--- config.mk ---
export PLATFORM = sky130hd
export DESIGN_NAME = alu_exec_stage
export DESIGN_NICKNAME = d
export VERILOG_FILES = /design/src/rtl/alu_exec_stage.sv
export SDC_FILE = /design/constraint.sdc
export NUM_CORES = 1
export LEC_CHECK = 0
export CAP_MARGIN = 20
export CORE_AREA = 3 3 203 205
export CTS_CLUSTER_DIAMETER = 50
export DETAILED_ROUTE_END_ITERATION = 10
export DIE_AREA = 0 0 206 208
export PLACE_DENSITY = 0.72
export SLEW_MARGIN = 5
export SYNTH_ARGS = -nofsm -noshare
export SYNTH_HDL_FRONTEND = slang
export SYNTH_SLANG_ARGS = --single-unit
--- constraint.sdc ---
create_clock -name clk -period 11.25 [get_ports clk]
set_input_delay 2.25 -clock clk [delete_from_list [all_inputs] [get_ports clk]]
set_output_delay 2.25 -clock clk [all_outputs]
set_load 0.005 [all_outputs]
--- src/rtl/alu_exec_stage.sv ---
// alu_exec_stage: execute stage behind the command decoder.
// Single-cycle ALU ops (ADD/SUB/AND/OR/XOR/SLL) register their result on the
// accept edge. MUL runs an iterative shift-add engine for WIDTH edges.
// Results, flags and the destination tag are presented over valid/ready.
module alu_exec_stage #(
  parameter int WIDTH   = 32,
  parameter int SHAMT_W = 5,
  parameter int TAG_W   = 3
) (
  input  logic             clk,
  input  logic             rst,
  input  logic             in_valid,
  output logic             in_ready,
  input  logic [2:0]       alu_op_code,
  input  logic [WIDTH-1:0] data_a,
  input  logic [WIDTH-1:0] data_b,
  input  logic [TAG_W-1:0] in_dest,
  output logic             out_valid,
  input  logic             out_ready,
  output logic [WIDTH-1:0] y,
  output logic [TAG_W-1:0] out_dest,
  output logic             flag_zero,
  output logic             flag_carry,
  output logic             flag_ovf,
  output logic             busy
);

  localparam logic [2:0] OP_ADD = 3'b000;
  localparam logic [2:0] OP_SUB = 3'b001;
  localparam logic [2:0] OP_AND = 3'b010;
  localparam logic [2:0] OP_OR  = 3'b011;
  localparam logic [2:0] OP_XOR = 3'b100;
  localparam logic [2:0] OP_SLL = 3'b101;
  localparam logic [2:0] OP_MUL = 3'b110;
  localparam logic [2:0] OP_NOP = 3'b111;

  // Iteration counter value seen on the final (WIDTH-th) multiply edge.
  localparam logic [SHAMT_W-1:0] CNT_LAST = SHAMT_W'(WIDTH - 1);

  typedef enum logic [1:0] {
    IDLE     = 2'd0,
    MUL_BUSY = 2'd1,
    HOLD     = 2'd2
  } state_e;

  state_e               state_q, state_d;
  logic [WIDTH-1:0]     y_q, y_d;
  logic [TAG_W-1:0]     dest_q, dest_d;
  logic                 zero_q, zero_d;
  logic                 carry_q, carry_d;
  logic                 ovf_q, ovf_d;
  logic                 valid_q, valid_d;

  // Multiply engine state. The multiplicand is double width so it can be
  // shifted left without loss; the accumulator holds the full product.
  logic [2*WIDTH-1:0]   mcand_q, mcand_d;
  logic [WIDTH-1:0]     mplier_q, mplier_d;
  logic [2*WIDTH-1:0]   acc_q, acc_d;
  logic [SHAMT_W-1:0]   cnt_q, cnt_d;
  logic [TAG_W-1:0]     mul_tag_q, mul_tag_d;

  logic                 accept;

  // Single-cycle ALU datapath results.
  logic [WIDTH:0]       add_full;
  logic [WIDTH:0]       sub_full;
  logic [WIDTH:0]       sll_full;
  logic [WIDTH-1:0]     alu_y;
  logic                 alu_c;
  logic                 alu_v;
  logic                 alu_produces;

  // Accumulator value after the current multiply iteration.
  logic [2*WIDTH-1:0]   acc_sum;

  assign accept = in_valid && (state_q == IDLE);

  // Shared arithmetic: one extra bit captures carry-out, borrow, and the last
  // bit shifted out of the top (shamt of zero shifts a 0 into that bit).
  assign add_full = {1'b0, data_a} + {1'b0, data_b};
  assign sub_full = {1'b0, data_a} - {1'b0, data_b};
  assign sll_full = {1'b0, data_a} << data_b[SHAMT_W-1:0];

  // Result and flag selection for the single-cycle operations.
  always_comb begin
    alu_y        = '0;
    alu_c        = 1'b0;
    alu_v        = 1'b0;
    alu_produces = 1'b1;
    case (alu_op_code)
      OP_ADD: begin
        alu_y = add_full[WIDTH-1:0];
        alu_c = add_full[WIDTH];
        alu_v = (data_a[WIDTH-1] == data_b[WIDTH-1]) &&
                (add_full[WIDTH-1] != data_a[WIDTH-1]);
      end
      OP_SUB: begin
        alu_y = sub_full[WIDTH-1:0];
        alu_c = sub_full[WIDTH];
        alu_v = (data_a[WIDTH-1] != data_b[WIDTH-1]) &&
                (sub_full[WIDTH-1] != data_a[WIDTH-1]);
      end
      OP_AND: alu_y = data_a & data_b;
      OP_OR:  alu_y = data_a | data_b;
      OP_XOR: alu_y = data_a ^ data_b;
      OP_SLL: begin
        alu_y = sll_full[WIDTH-1:0];
        alu_c = sll_full[WIDTH];
      end
      OP_MUL, OP_NOP: alu_produces = 1'b0;
      default:        alu_produces = 1'b0;
    endcase
  end

  // Add the shifted multiplicand when the current multiplier bit is set.
  assign acc_sum = acc_q + (mplier_q[0] ? mcand_q : {(2*WIDTH){1'b0}});

  // Next-state and datapath update for the IDLE / MUL_BUSY / HOLD controller.
  always_comb begin
    state_d   = state_q;
    y_d       = y_q;
    dest_d    = dest_q;
    zero_d    = zero_q;
    carry_d   = carry_q;
    ovf_d     = ovf_q;
    valid_d   = valid_q;
    mcand_d   = mcand_q;
    mplier_d  = mplier_q;
    acc_d     = acc_q;
    cnt_d     = cnt_q;
    mul_tag_d = mul_tag_q;

    case (state_q)
      IDLE: begin
        if (accept) begin
          if (alu_op_code == OP_MUL) begin
            mcand_d   = {{WIDTH{1'b0}}, data_a};
            mplier_d  = data_b;
            acc_d     = '0;
            cnt_d     = '0;
            mul_tag_d = in_dest;
            state_d   = MUL_BUSY;
          end else if (alu_produces) begin
            y_d     = alu_y;
            zero_d  = (alu_y == '0);
            carry_d = alu_c;
            ovf_d   = alu_v;
            dest_d  = in_dest;
            valid_d = 1'b1;
            state_d = HOLD;
          end
          // NOP: consumed, nothing changes.
        end
      end

      MUL_BUSY: begin
        acc_d    = acc_sum;
        mcand_d  = mcand_q << 1;
        mplier_d = mplier_q >> 1;
        cnt_d    = cnt_q + 1'b1;
        if (cnt_q == CNT_LAST) begin
          y_d     = acc_sum[WIDTH-1:0];
          zero_d  = (acc_sum[WIDTH-1:0] == '0);
          carry_d = (acc_sum[2*WIDTH-1:WIDTH] != '0);
          ovf_d   = 1'b0;
          dest_d  = mul_tag_q;
          valid_d = 1'b1;
          cnt_d   = '0;
          state_d = HOLD;
        end
      end

      HOLD: begin
        if (out_ready) begin
          valid_d = 1'b0;
          state_d = IDLE;
        end
      end

      default: begin
        valid_d = 1'b0;
        state_d = IDLE;
      end
    endcase
  end

  // State and datapath registers; reset clears everything, even mid-multiply.
  always_ff @(posedge clk or posedge rst) begin
    if (rst) begin
      state_q   <= IDLE;
      y_q       <= '0;
      dest_q    <= '0;
      zero_q    <= 1'b0;
      carry_q   <= 1'b0;
      ovf_q     <= 1'b0;
      valid_q   <= 1'b0;
      mcand_q   <= '0;
      mplier_q  <= '0;
      acc_q     <= '0;
      cnt_q     <= '0;
      mul_tag_q <= '0;
    end else begin
      state_q   <= state_d;
      y_q       <= y_d;
      dest_q    <= dest_d;
      zero_q    <= zero_d;
      carry_q   <= carry_d;
      ovf_q     <= ovf_d;
      valid_q   <= valid_d;
      mcand_q   <= mcand_d;
      mplier_q  <= mplier_d;
      acc_q     <= acc_d;
      cnt_q     <= cnt_d;
      mul_tag_q <= mul_tag_d;
    end
  end

  assign in_ready   = (state_q == IDLE);
  assign busy       = (state_q == MUL_BUSY);
  assign out_valid  = valid_q;
  assign y          = y_q;
  assign out_dest   = dest_q;
  assign flag_zero  = zero_q;
  assign flag_carry = carry_q;
  assign flag_ovf   = ovf_q;

endmodule

; ---- Word-level counts from Yosys, hierarchy flattened
; Index checks and enable logic that the tools add are counted.
[classes]
n_addsub = 4
eq_ne = 21
shift = 1
n_mux = 54
bitwise = 3
reduce_logical = 15
[ops]
columns = cell, n
row1 = 2-to-1 mux 64 bit, 5
row2 = case mux 64 bit (2 select lines), 2
row3 = 2-to-1 mux 32 bit, 6
row4 = case mux 32 bit (6 select lines), 1
row5 = case mux 32 bit (2 select lines), 2
row6 = adder 64 bit, 1
row7 = logical NOT 32 bit, 2
row8 = adder 32 x 32 -> 33 bit, 1
row9 = left shift 32 x 5 -> 33 bit, 1
row10 = subtractor 32 x 32 -> 33 bit, 1
row11 = bitwise AND 32 bit, 1
row12 = OR 32 bit, 1
row13 = nonzero test 32 bit, 1
row14 = bitwise XOR 32 bit, 1
row15 = 2-to-1 mux 1 bit, 17
row16 = 2-to-1 mux 5 bit, 3
row17 = "== test 3 bit, second input constant", 4
row18 = 2-to-1 mux 3 bit, 4
row19 = 2-to-1 mux 2 bit, 5
row20 = case mux 5 bit (2 select lines), 1
row21 = AND reduction 5 bit, 2
row22 = case mux 1 bit (2 select lines), 4
row23 = "== test 3 x 2 -> 1 bit, second input constant", 2
row24 = "inequality test 2 x 1 -> 1 bit, second input constant", 3
row25 = 19 further kinds, 27
[word_totals]
regBits = 209

; ---- Longest topological paths before layout
; Gate-level depths: netlist of run 1.
[logic_depth]
word_depth = 8
mapped_depth = 18
mapped_depth_nobuf = 15

; ---- Worst setup path before layout of run 1
; OpenSTA, ideal clock, no wires.
[synth_timing]
kind = input to register
startpoint = in data_b[2]
endpoint = reg zero_q, in the netlist flag_zero
arrival_ns = 6.054
path_slack_ns = 5.131
stages = 18
path_buffers = 5
path_cell_list = buf_2 -> buf_2 -> buf_4 -> inv_2 -> clkbuf_1 -> ha_1 -> buf_2 -> o21a_1 -> a211oi_2 -> nor4b_1 -> a21oi_1 -> o21ai_1 -> a311o_1 -> a2111oi_0 -> o21ba_1 -> nand4_1 -> nor4_2 -> a211o_1
[synth_between]
elab_chain_len = 7
[synth_rtl]
columns = item, line_no
row1 = from (decl), 16  ; input logic [WIDTH-1:0] data_b,
row2 = "subtractor 32 x 32 -> 33 bit, or another cell as far along", 81  ; assign sub_full = {1'b0, data_a} - {1'b0, data_b};
row3 = case mux 32 bit (6 select lines) *, 90  ; case (alu_op_code)
row4 = logical NOT 32 bit *, 145  ; zero_d = (alu_y == '0);
row5 = 2-to-1 mux 1 bit *, 143  ; end else if (alu_produces) begin
row6 = 2-to-1 mux 1 bit *, 136  ; if (alu_op_code == OP_MUL) begin
row7 = 2-to-1 mux 1 bit *, 135  ; if (accept) begin
row8 = case mux 1 bit (2 select lines) *, 133  ; case (state_q)
row9 = to (signal assigned), 206  ; zero_q <= zero_d;
row10 = to (decl), 49  ; logic zero_q, zero_d;
; Mark *: on every way between the ends. The rest lies on a longest branch, timed or not. The select of a mux whose other input is x is not followed.
; A chain may end at the register's enable or synchronous reset.

; ---- Final worst setup path of run 1
[layout_timing]
startpoint = in data_b[3]
endpoint = reg y_q[27], in the netlist y[27]
[layout_between]
elab_chain_len = 6
[layout_rtl]
columns = item, line_no
row1 = "subtractor 32 x 32 -> 33 bit, or another cell as far along", 81
row2 = case mux 32 bit (6 select lines) *, 90
row3 = 2-to-1 mux 32 bit *, 143
row4 = 2-to-1 mux 32 bit *, 136
row5 = 2-to-1 mux 32 bit *, 135
row6 = case mux 32 bit (2 select lines) *, 133
row7 = to (signal assigned), 204  ; y_q <= y_d;
row8 = to (decl), 47  ; logic [WIDTH-1:0] y_q, y_d;
; Marks and branches as above.

==> impl_metrics.ini, run 1 <==
[cts]
post_cts_resize_count = 0
htree_num_levels = 1
cts_hold_buf = 0
cts_tree = built
clock_sinks = 209
post_cts_buffers = 0
cts_buffer_depth = 3
cts-root-buf = clkbuf_16
clk_latency_ns = 0.56
cts_buffers = 29
clkTransAtPathRegs_ns = 0.06

[yosys]
synth.largest_area_cell = dfrtp_1
async_reset_ff_share_pct = 100.0
yosysTopAreaCellShare_pct = 24.70
synth_area_leaders = dfrtp_1 25%, ha_1 10%, nand2_1 8.4%
synth_area_um2 = 21180
yosysWarnings = 0
synth.yosys.seq_area_share_pct = 24.70
synth-seq-cells = 209
synthTopCellsByCount = 473 x nand2_1, 232 x nor2_1, 209 x dfrtp_1
synth_edf_count = 0
syn_nets = 3056
syn_area_per_cell_um2 = 7.542
yosysUniqueCellTypes = 97
synthFlopType = dfrtp_1
synthCells = 2808
yosysMostFrequentCell = nand2_1

[worst_setup_path]
crit_path_start_kind = input port
cp-end-kind = register
r2r-start = mplier_q[0]
rr_worst_depth = 15
cp_max_fo = 35
worstSetupPathType = input port to register
arrival_ns = 7.31
r2r_end = flag_carry
crit_required_ns = 11.70
r2r_setup_slack_ns = 6.02

[global_route]
grt_util_all_layers_pct = 38.13
overflow = 0
grt_pass1_vias = 21470
grt_max_degree = 102
grt_pass1_wl_mm = 128.5
antenna_found_initial = 0

[min_path]
hold_end = y[23]
hp-start = y[23]
hp-class = register to register
worstHoldPathCells = 2

[detailed_routing]
drc_errors = 0
first_iter_violations = 2763
routed_wl_mm = 84.17
drtAntennaViolNets = 0
vias_per_cell = 6.727
wl_per_cell_um = 25.19
dr_total_vias = 22480
first_pass_iters = 6

[floorplan]
rows = 73
coreArea_um2 = 39640
die_h_um = 208
initial_core_util_pct = 53.42
die_area_um2 = 42850
die_w_um = 206
io_pins = 115

[timing]
slew_violations = 0
fmax_mhz = 145.7
max_slew_margin_pct = 29.20
clock_skew_ns = 0.02183
period_share_pct = 61.02
min_period_ns = 6.865
rsz0062_at_grt = false
setup_violations = 0
tightest_slew_ns = 1.062
hold_viol = 0
setup-tns-final_ns = 0

[power]
power_leakage_uw = 0.01050
power_uw = 4856
p_per_area_nw_per_um2 = 207.0
ir_drop_v = 0.0001320

[layout]
nets = 3044
final_cell_count_no_fill = 3342
post-route-util_pct = 59.19
layout-drive-gt1-share_pct = 6.463
synthToLayoutAreaGrowth_pct = 10.80

[flow_run]
maxCapViolCount = 0

[place]
dp_hpwl_mm = 63.88
gp_congestion = 1.083
placed_cells = 3290
portBuffers = 114

[outcome]
status = finished, final reports clean
==> cell families (layout without fill, tap and decap cells) <==
group / after synthesis / in the layout / share of synthesized area, %
compound gates: 838 / 838 / 25.98
xor+xnor: 63 / 63 / 2.605
simple gates: 1140 / 1140 / 24.99
flops: 209 / 209 / 24.70
mux: 84 / 84 / 5.819
buf+inv: 300 / 308 / 5.518
other cells: 0 / 1 / 0
fa+ha+maj: 174 / 174 / 10.39
==> sequential cells by signal (all words and copies together) (netlist names), 2 cells and up <==
signal / flops
mplier_q: 32
cnt_q: 5
y: 32
mul_tag_q: 3
mcand_q: 64
acc_q: 64
state_q: 2
out_dest: 3
==> cells in the final DEF, fill, tap and decap left out, types with 34 or more instances in the layout <==
cell type	count
nor2_1	231
xnor2_1	36
a21o_1	49
inv_1	105
dfrtp_1	209
clkdlybuf4s50_1	110
nand3_1	99
nor3_1	58
a31oi_1	88
nand2_1	473
ha_1	171
a21oi_1	197
o211ai_1	34
and2_1	80
o21ai_0	160
nand4_1	51
==> through the flow <==
stage	hold WS, ns	cell area, um2	setup slack [ns]
6_report	0.4790	23470	4.385
3_3_place_gp	0.4564	22510	4.041
5_1_grt	0.5057	23460	4.227
4_1_cts	0.4830	23460	4.575
2_1_floorplan	0.4429	21180	3.291
3_5_place_dp	0.4702	22530	4.021
==> power by group <==
part | leakage, uW | internal, uW | total (uW) | switching (uW)
logic | 0.00742 | 994 | 2660 | 1660
clock network | 0.000459 | 530 | 895 | 365
registers | 0.00262 | 1080 | 1300 | 222
==> area by class of cell <==
cell class | count | area (um2)
Antenna cell | 1 | 2.502
Timing Repair Buffer | 146 | 1365
Fill cell | 3631 | 16180
Tap cell | 525 | 656.9
Sequential cell | 209 | 5230
Clock inverter | 18 | 180.2
Multi-Input combinational cell | 2299 | 14860
Inverter | 111 | 424.2
Clock buffer | 33 | 750.7
==> metal layers <==
metal	vias up	GRT usage, %	wire (um)
met5	-	0	0
met4	0	15.07	3825
met3	223	6.634	7269
met2	1228	62.20	38980
met1	10860	50.28	34100
li1	10170	-	-
==> critical path: stages <==
cell and delay (ns):
clkdlybuf4s50_1 0.46, buf_4 0.33, inv_1 0.41, ha_1 0.65
o21a_1 0.20, a211oi_2 0.11, nor4b_1 0.45, buf_4 0.22
o211ai_1 0.15, a21oi_1 0.43, o31ai_1 0.14, a21oi_1 0.44
o2111ai_1 0.15, a32oi_1 0.50, nand2_1 0.15, a22o_1 0.24
==> how the worst max path moves through the flow <==
stage          startpoint        end  slack (ns)
2_1_floorplan         rst   acc_q[0]        3.29
5_1_grt         data_b[3]      y[27]        4.23
4_1_cts         data_b[3]      y[27]        4.58
6_report        data_b[3]      y[27]        4.38
3_5_place_dp    data_b[3]      y[27]        4.02
3_3_place_gp    data_b[3]  flag_zero        4.04
Note: power is estimated with default switching activity, not from simulation.
==> inputs of run 2 (changes only) <==
clock period = 6.35 ns   (was 11.25 ns; I/O delays follow)
==> impl_metrics.ini, run 2 (synthesized netlist as in run 1, its figures left out) <==
[floorplan]
die_h_um = 208
coreArea_um2 = 39640
rows = 73
io_pins = 115
die_area_um2 = 42850
initial_core_util_pct = 53.42
die_w_um = 206

[worst_setup_path]
r2r-start = mplier_q[0]
rr_worst_depth = 15
crit_path_start_kind = register
cp-end-kind = register
r2r_setup_slack_ns = 0.78
crit_required_ns = 6.83
r2r_end = flag_carry
crit_chain = buf_4, and2_1, ha_1, a21o_1, a221oi_1, or4_1, nand4_1, a21boi_0, xor2_1, nand3_1, nor4b_1, nand4_1, o41ai_1, buf_4, a21oi_1
arrival_ns = 6.05
worstSetupPathType = register to register
cp_max_fo = 34
max_stage_delay_ns = 1.03
slowest_stage = dfrtp_1

[layout]
most-common-layout-cells = 473 x nand2_1, 231 x nor2_1, 209 x dfrtp_1
top_regs = acc_q: 64 flops, mcand_q: 64 flops
fillers = 3623
synthToLayoutAreaGrowth_pct = 12.56
nets = 3079
layout-drive-gt1-share_pct = 7.636
final_common_cell = nand2_1

[global_route]
grt_use_met1_pct = 50.21
grt_util_all_layers_pct = 38.58
grt_pass1_vias = 21870
grt_pass1_wl_mm = 129.2
busiest_layer = met2
overflow = 0
use_met2_pct = 62.60
use_met3_pct = 5.555
antenna_found_initial = 1
grt_max_degree = 170

[timing]
fmax_mhz = 179.6
hold_viol = 0
clock_skew_ns = 0.01092
rsz0062_at_grt = false
setup-tns-final_ns = 0
min_period_ns = 5.568
slew_violations = 0
setup_violations = 0
setup_slack_ns = 0.7819
max_slew_margin_pct = 26.32
tightest_slew_ns = 1.103
period_share_pct = 87.69

[cts]
post_cts_buffers = 0
cts_tree = built
cts_buffers = 30
post_cts_resize_count = 0
cts_buffer_depth = 3
htree_num_levels = 1
cts_hold_buf = 0
cts-root-buf = clkbuf_16
clkTransAtPathRegs_ns = 0.06
clock_sinks = 209
clk_latency_ns = 0.60

[min_path]
hp-class = register to register
hp-start = y[0]
hold_end = y[0]
worstHoldPathCells = 2

[detailed_routing]
dr_total_vias = 22650
drtAntennaViolNets = 0
first_pass_iters = 6
first_iter_violations = 2685
wl_per_cell_um = 25.16
routed_wl_mm = 85.05
vias_per_cell = 6.700
drc_errors = 0

[power]
power_leakage_uw = 0.01071
ir_drop_v = 0.0002197
p_per_area_nw_per_um2 = 368.8

[flow_run]
maxCapViolCount = 0

[outcome]
status = finished, final reports clean

[place]
dp_slack_ns = 0.5275
gp_congestion = 1.015
dp_hpwl_mm = 65.51
portBuffers = 114
## run 2: cell count changes in the layout (fill, tap and decap cells not counted), sizes merged
cell | previous run | this run
buf | 36 | 70
clkbuf | 33 | 42
clkinv | 8 | 5
inv | 117 | 115
clkinvlp | 2 | 3
## run 2: how the worst max path moves through the flow
| stage | from | end | slack [ns] | cells after the start |
|---|---|---|---|---|
| finish | mplier_q[0] | flag_carry | 0.78 | 15 |
| global route | mplier_q[0] | flag_carry | 0.48 | 15 |
| CTS | mplier_q[0] | flag_carry | 0.87 | 15 |
| detailed placement | data_a[1] | flag_zero | 0.53 | 15 |
| global placement | data_a[0] | flag_zero | 0.61 | 16 |
| floorplan | data_b[2] | flag_zero | 1.21 | 18 |
## run 2: metal layers
layer | part of all wire, % | wire length, um
met1 | 40 | 33930
met2 | 46 | 38940
met3 | 8.0 | 6832
met4 | 6.3 | 5347
met5 | 0 | 0
## run 2: layout make-up
| type | instances | area (um2) | share of cell area [%] |
|---|---|---|---|
| well taps | 525 | 656.9 | 2.756 |
| clock inverters | 14 | 178.9 | 0.7506 |
| repair buffers | 180 | 1642 | 6.886 |
| diodes | 1 | 2.502 | 0.01050 |
| flip-flops and latches | 209 | 5230 | 21.94 |
| multi-input cells | 2299 | 14840 | 62.26 |
| inverters | 111 | 420.4 | 1.764 |
| clock buffers | 42 | 865.8 | 3.632 |
## run 2: critical path: cells and delay by family (launching register included)
kind | cells | cell delay [ns]
flops | 1 | 1.03
fa+ha+maj | 1 | 0.29
simple gates | 6 | 1.35
xor+xnor | 1 | 0.36
buf+inv | 2 | 0.70
compound gates | 5 | 1.70
## run 2: stage by stage
step	utilization (%)	hold WS (ns)	std cells	power (uW)	area [um2]
3_5_place_dp	57.49	0.4566	3324	6923	22790
4_1_cts	60.13	0.4838	3380	8696	23840
2_1_floorplan	-	0.4429	2808	5412	21180
6_report	60.14	0.4781	3381	8790	23840
5_1_grt	60.14	0.4997	3381	9339	23840
3_3_place_gp	57.49	0.4560	3324	6829	22790
## run 2: power breakdown
| part | leakage (uW) | switching [uW] | internal [uW] | total, uW |
|---|---|---|---|---|
| Sequential | 0.00262 | 431 | 1910 | 2340 |
| Combinational | 0.00758 | 2940 | 1780 | 4720 |
| Clock | 0.000506 | 683 | 1040 | 1730 |
